[src/rtl/mem_pkg.sv]
// Shared definitions for the memory-access stage: command field layout,
// transfer length codes and the stage state encoding.
package mem_pkg;

    localparam int E_EN     = 4;
    localparam int E_LEN_HI = 3;
    localparam int E_LEN_LO = 2;
    localparam int E_WR     = 1;
    localparam int E_UNS    = 0;

    // Length codes hold (byte count - 1)
    localparam logic [1:0] LEN_B = 2'd0;
    localparam logic [1:0] LEN_H = 2'd1;
    localparam logic [1:0] LEN_W = 2'd3;

    typedef enum logic [1:0] {
        ST_IDLE  = 2'd0,
        ST_XFER  = 2'd1,
        ST_DRAIN = 2'd2,
        ST_DONE  = 2'd3
    } state_e;

endpackage

[src/rtl/mem_ext.sv]
// Load-result extension: widens the assembled byte buffer to 32 bits
// according to the transfer length and the unsigned flag.
module mem_ext
    import mem_pkg::*;
(
    input  logic [31:0] buf_i,
    input  logic [1:0]  len_i,
    input  logic        uns_i,
    output logic [31:0] val_o
);

    always_comb begin
        val_o = buf_i;
        case (len_i)
            LEN_B:   val_o = {{24{~uns_i & buf_i[7]}}, buf_i[7:0]};
            LEN_H:   val_o = {{16{~uns_i & buf_i[15]}}, buf_i[15:0]};
            LEN_W:   val_o = buf_i;
            // Three-byte loads always zero-extend; the top buffer byte may be stale
            default: val_o = {8'h00, buf_i[23:0]};
        endcase
    end

endmodule

[src/rtl/mem_stage.sv]
// Memory-access stage: byte-serial loads/stores over a shared 8-bit RAM port
// behind a req/grant arbiter, with registered writeback outputs.
module mem_stage
    import mem_pkg::*;
#(
    parameter int ADDR_W = 32
) (
    input  logic              clk,
    input  logic              rst,
    input  logic [4:0]        wa_i,
    input  logic              we_i,
    input  logic [31:0]       res_i,
    input  logic [4:0]        mem_e_i,
    input  logic [31:0]       mem_n_i,
    output logic              stall_o,
    output logic              mem_req_o,
    input  logic              mem_gnt_i,
    output logic [ADDR_W-1:0] ram_addr_o,
    output logic [7:0]        ram_dout_o,
    output logic              ram_wr_o,
    input  logic [7:0]        ram_din_i,
    output logic [4:0]        wa_o,
    output logic              we_o,
    output logic [31:0]       wdata_o
);

    state_e      state_q, state_d;
    logic [31:0] addr_q, addr_d;
    logic [31:0] sdata_q, sdata_d;
    logic [31:0] buf_q, buf_d;
    logic [31:0] wdata_q, wdata_d;
    logic [1:0]  len_q, len_d;
    logic [1:0]  idx_q, idx_d;
    logic        wr_q, wr_d;
    logic        uns_q, uns_d;
    logic        pend_q, pend_d;
    logic        we_lat_q, we_lat_d;
    logic        we_q, we_d;
    logic [4:0]  wa_lat_q, wa_lat_d;
    logic [4:0]  wa_q, wa_d;

    logic        issue;
    logic [1:0]  cap_idx;
    logic [31:0] cap_buf;
    logic [31:0] ext_val;
    logic [7:0]  st_byte [4];

    // Read data returns one cycle after issue, by which time idx has already advanced
    assign cap_idx = idx_q - 2'd1;

    genvar gi;
    generate
        for (gi = 0; gi < 4; gi++) begin : g_lane
            assign st_byte[gi]         = sdata_q[8*gi +: 8];
            assign cap_buf[8*gi +: 8]  = (pend_q && (cap_idx == 2'(gi))) ? ram_din_i
                                                                         : buf_q[8*gi +: 8];
        end
    endgenerate

    mem_ext u_ext (
        .buf_i (buf_q),
        .len_i (len_q),
        .uns_i (uns_q),
        .val_o (ext_val)
    );

    always_comb begin
        state_d   = state_q;
        addr_d    = addr_q;
        sdata_d   = sdata_q;
        len_d     = len_q;
        wr_d      = wr_q;
        uns_d     = uns_q;
        wa_lat_d  = wa_lat_q;
        we_lat_d  = we_lat_q;
        idx_d     = idx_q;
        pend_d    = 1'b0;
        buf_d     = cap_buf;
        wa_d      = wa_q;
        we_d      = we_q;
        wdata_d   = wdata_q;
        stall_o   = 1'b0;
        mem_req_o = 1'b0;
        issue     = 1'b0;

        case (state_q)
            ST_IDLE: begin
                if (mem_e_i[E_EN]) begin
                    stall_o  = 1'b1;
                    addr_d   = res_i;
                    sdata_d  = mem_n_i;
                    len_d    = mem_e_i[E_LEN_HI:E_LEN_LO];
                    wr_d     = mem_e_i[E_WR];
                    uns_d    = mem_e_i[E_UNS];
                    wa_lat_d = wa_i;
                    we_lat_d = we_i;
                    idx_d    = 2'd0;
                    state_d  = ST_XFER;
                end else begin
                    wa_d    = wa_i;
                    we_d    = we_i;
                    wdata_d = res_i;
                end
            end
            ST_XFER: begin
                stall_o   = 1'b1;
                mem_req_o = ~rst;
                if (mem_gnt_i && !rst) begin
                    issue  = 1'b1;
                    idx_d  = idx_q + 2'd1;
                    pend_d = ~wr_q;
                    if (idx_q == len_q) begin
                        state_d = wr_q ? ST_DONE : ST_DRAIN;
                    end
                end
            end
            ST_DRAIN: begin
                stall_o = 1'b1;
                state_d = ST_DONE;
            end
            ST_DONE: begin
                wa_d    = wa_lat_q;
                we_d    = we_lat_q;
                wdata_d = wr_q ? addr_q : ext_val;
                state_d = ST_IDLE;
            end
            default: state_d = ST_IDLE;
        endcase
    end

    always_ff @(posedge clk) begin
        if (rst) begin
            state_q  <= ST_IDLE;
            addr_q   <= '0;
            sdata_q  <= '0;
            len_q    <= '0;
            wr_q     <= 1'b0;
            uns_q    <= 1'b0;
            wa_lat_q <= '0;
            we_lat_q <= 1'b0;
            idx_q    <= '0;
            pend_q   <= 1'b0;
            buf_q    <= '0;
            wa_q     <= '0;
            we_q     <= 1'b0;
            wdata_q  <= '0;
        end else begin
            state_q  <= state_d;
            addr_q   <= addr_d;
            sdata_q  <= sdata_d;
            len_q    <= len_d;
            wr_q     <= wr_d;
            uns_q    <= uns_d;
            wa_lat_q <= wa_lat_d;
            we_lat_q <= we_lat_d;
            idx_q    <= idx_d;
            pend_q   <= pend_d;
            buf_q    <= buf_d;
            wa_q     <= wa_d;
            we_q     <= we_d;
            wdata_q  <= wdata_d;
        end
    end

    assign ram_addr_o = addr_q[ADDR_W-1:0] + ADDR_W'(idx_q);
    assign ram_dout_o = st_byte[idx_q];
    assign ram_wr_o   = issue & wr_q;
    assign wa_o       = wa_q;
    assign we_o       = we_q;
    assign wdata_o    = wdata_q;

endmodule
[config.mk]
export PLATFORM = sky130hd
export DESIGN_NAME = mem_stage
export DESIGN_NICKNAME = d
export VERILOG_FILES = /design/src/rtl/mem_pkg.sv /design/src/rtl/mem_ext.sv /design/src/rtl/mem_stage.sv
export SDC_FILE = /design/constraint.sdc
export NUM_CORES = 1
export LEC_CHECK = 0
export ABC_AREA = 1
export CAP_MARGIN = 20
export CORE_AREA = 4 4 150 116
export DETAILED_ROUTE_END_ITERATION = 8
export DIE_AREA = 0 0 154 120
export PLACE_DENSITY = 0.76
export SYNTH_ARGS = -nofsm -noshare
export SYNTH_HDL_FRONTEND = slang
export SYNTH_SLANG_ARGS = --single-unit
[constraint.sdc]
create_clock -name clk -period 2.19 [get_ports clk]
set_input_delay 0.219 -clock clk [delete_from_list [all_inputs] [get_ports clk]]
set_output_delay 0.219 -clock clk [all_outputs]
set_load 0.05 [all_outputs]
==> results.toml <==
[critical_path]
path_class = "reg -> out"
r2r_cells = 8
cp_slowest_cell = "fa_2"
arrival_ns = 2.26
cpPeakStageDelay_ns = 0.38
endpoint_kind = "output pin"
startpoint_type = "flip-flop"
required_ns = 1.97
cp_max_fo = 4
path_cells = "ha_4 -> inv_2 -> fa_2 -> nor3_4 -> nand2_2 -> buf_4 -> buf_6 -> xor2_2 -> buf_12"

[pwr]
clkPwrFrac_pct = 21.7
p_total_mw = 14.72
power_frac_seq_pct = 27.6
max-vdd-ir-drop_mv = 0.6589
power.leakage_nw = 4.235
net-switching-power_mw = 6.691
power_frac_comb_pct = 50.7
p_int_mw = 8.032
netSwitchingFraction_pct = 45.45
power.density_nw_per_um2 = 1386

[cts]
clockBufferDepth = 2
clk_pin_slew_ns = 0.06
cts_max_level = 4
root_buffer = "clkbuf_16"
cts.sinks = 149
postCtsHoldBufs = 0
worstSkewPairLatency_ns = 0.42
cts_tree = "yes"
cts_made_buffers = 17

[routing]
vias = 7690
wl_mm = 24.47
drcViolationCount = 0
drt_iter0_markers = 694
post_drt_via_cell_ratio = 5.322
wl_per_cell_um = 16.93
drtAntennaViolNets = 0
dr.pass1.iters = 5

[floorplan]
rows = 40
ios = 167
fp.dieArea_um2 = 18480
chipWidth_um = 154
initial_utilization_pct = 45.17
fp.dieH_um = 120
fp.coreArea_um2 = 15870

[sta]
finalCritPeriodShare_pct = 113.0
finalWorstSetupSlack_ns = -0.2842
final-hold-violation-count = 0
relSlewSlack_pct = 61.45
skew_ns = 0.007765
finalSetupViolCount = 26
clock.fmax_mhz = 404.2
tightest_slew_ns = 0.5755
drv_slew = 0
rsz0062_at_grt = "true"
period_needed_ns = 2.474

[cells_and_area]
nets = 1319
drive_above_1_share_pct = 16.19
seq_area_um2 = 2993
fillers = 1308
area_delta_synth_final_pct = 48.23
multiInputGateArea_um2 = 4195
antenna_cells = 0
stdcell_count = 1445

[placement]
io_buffers = 166
post-place-cells = 1402
place_hpwl_mm = 17.80
place.gp.congestion = 0.9258

[synth]
synthTopCellsByArea = "dfxtp_1 42%, o21ai_0 12%, nor2_1 11%"
syn_avg_cell_area_um2 = 6.779
yosysTopAreaCellShare_pct = 41.63
ys_seq_elements = 149
syn_nets = 1154
synth_cells = 1057
netlist_area_um2 = 7166
synth_edf_count = 0
yosys.cell_count.top_type = "nor2_1"
synth_ff_type = "dfxtp_1"
yosysSeqAreaShare_pct = 41.63
ys_types = 33
synth_common_cells = "219 x nor2_1, 193 x nand2_1, 170 x o21ai_0"
yosysWarnings = 0
synth_top_cell_by_area = "dfxtp_1"
async_reset_ff_share_pct = 0

[grt]
gr-total-overflow = 0
grt_max_degree = 101
antenna_found_initial = 0
grt_pass1_vias = 7017
grt_usage_pct = 25.95
grt_pass1_wl_mm = 38.41

[outcome]
violations = "negative setup slack"
status = "finished, violations left"

[worst_hold_path]
hold_path_depth = 3
hold_path.class = "in -> reg"

[job]
cap_violations = 0
-- sequential cells by signal, indices dropped and copies added (netlist names) --
signal and cells:
addr_q 32, buf_q 32, idx_q 2, len_q 2, pend_q 1, sdata_q 32
state_q 2, uns_q 1, wa_lat_q 5, wa_o 5, wdata_o 32, we_lat_q 1
we_o 1, wr_q 1
-- placed cells by master (no fill, tap or decap), types with 11 or more instances in the layout --
master | Yosys | routed
a21oi_1 | 116 | 116
buf_12 | 0 | 36
buf_4 | 1 | 38
clkbuf_16 | 0 | 17
clkdlybuf4s50_1 | 0 | 123
dfxtp_1 | 149 | 141
inv_1 | 51 | 44
nand2_1 | 193 | 174
nand2_2 | 1 | 17
nor2_1 | 219 | 217
nor3_1 | 16 | 12
o21ai_0 | 170 | 170
xor2_4 | 0 | 11
-- per-layer routing --
layer | GRT usage (%) | vias to the layer above | share of wire, %
met2 | 37.60 | 320 | 42
li1 | - | 3767 | -
met5 | 0 | - | 0
met1 | 38.85 | 3574 | 48
met3 | 6.453 | 29 | 8.0
met4 | 5.681 | 0 | 1.3
-- area by class of cell --
class                   instances  share of cell area, %
clock inverters                15                  2.061
flip-flops and latches        149                  28.18
clock buffers                  17                  4.005
multi-input cells             795                  39.50
inverters                      55                  1.979
repair buffers                204                  21.80
well taps                     210                  2.474
-- what timing repair did --
action / in CTS / in global routing
setup endpoints to repair: 27 / 39
endpoints found under the hold margin: 0 / 0
resized for setup: 40 / 28
buffers inserted: 9 / 6
pin swaps: 14 / 13
-- power by group through the flow --
| stage | logic [mW] | clock network [mW] | registers, mW |
|---|---|---|---|
| after floorplan | 3.37 | 0 | 5.16 |
| after global routing | 7.93 | 3.34 | 4.15 |
| final | 7.46 | 3.20 | 4.06 |
| after global placement | 7.23 | 0 | 4.04 |
| after CTS | 7.39 | 3.23 | 4.04 |
| after detailed placement | 7.30 | 0 | 4.06 |
-- logic make-up after synthesis --
group	count (synthesis)	synth area share (%)
adders and majority gates	11	2.026
DFF	149	41.63
buffers and inverters	113	6.303
AOI/OAI and AO/OA	304	21.74
xor gates and xnor gates	24	2.934
and+or+nand+nor	456	25.37
-- final timing paths --
check | slack [ns] | end | startpoint
worst max-delay path | -0.28 | ram_addr_o[8] | idx_q[0]
worst min-delay path | 0.40 | wa_o[0] | wa_i[0]
worst max register to register | 0.38 | wa_o[1] | state_q[0]
worst min register to register | 0.48 | wa_o[1] | wa_lat_q[1]
-- through the flow --
step | hold WS [ns] | setup WS, ns | TNS, ns | cell area, µm² | utilization [%]
2_1_floorplan | 0.2881 | -0.1371 | -0.3966 | 7390 | -
3_3_place_gp | 0.4578 | 0.02686 | 0 | 9617 | 60.62
3_5_place_dp | 0.4645 | -0.007742 | -0.007742 | 9617 | 60.62
4_1_cts | 0.3907 | -0.3657 | -4.605 | 10500 | 66.18
5_1_grt | 0.4248 | -0.3768 | -7.643 | 10620 | 66.95
6_report | 0.3999 | -0.2842 | -4.195 | 10620 | 66.95
-- worst max-delay path, delay by kind of cell, from the launching register on --
kind                       cells  cell delay, ns
xor gates and xnor gates       1            0.16
adders and majority gates      2            0.52
buffers and inverters          4            0.46
DFF                            1            0.36
and+or+nand+nor                2            0.35
Note: power is estimated with default switching activity, not from simulation.
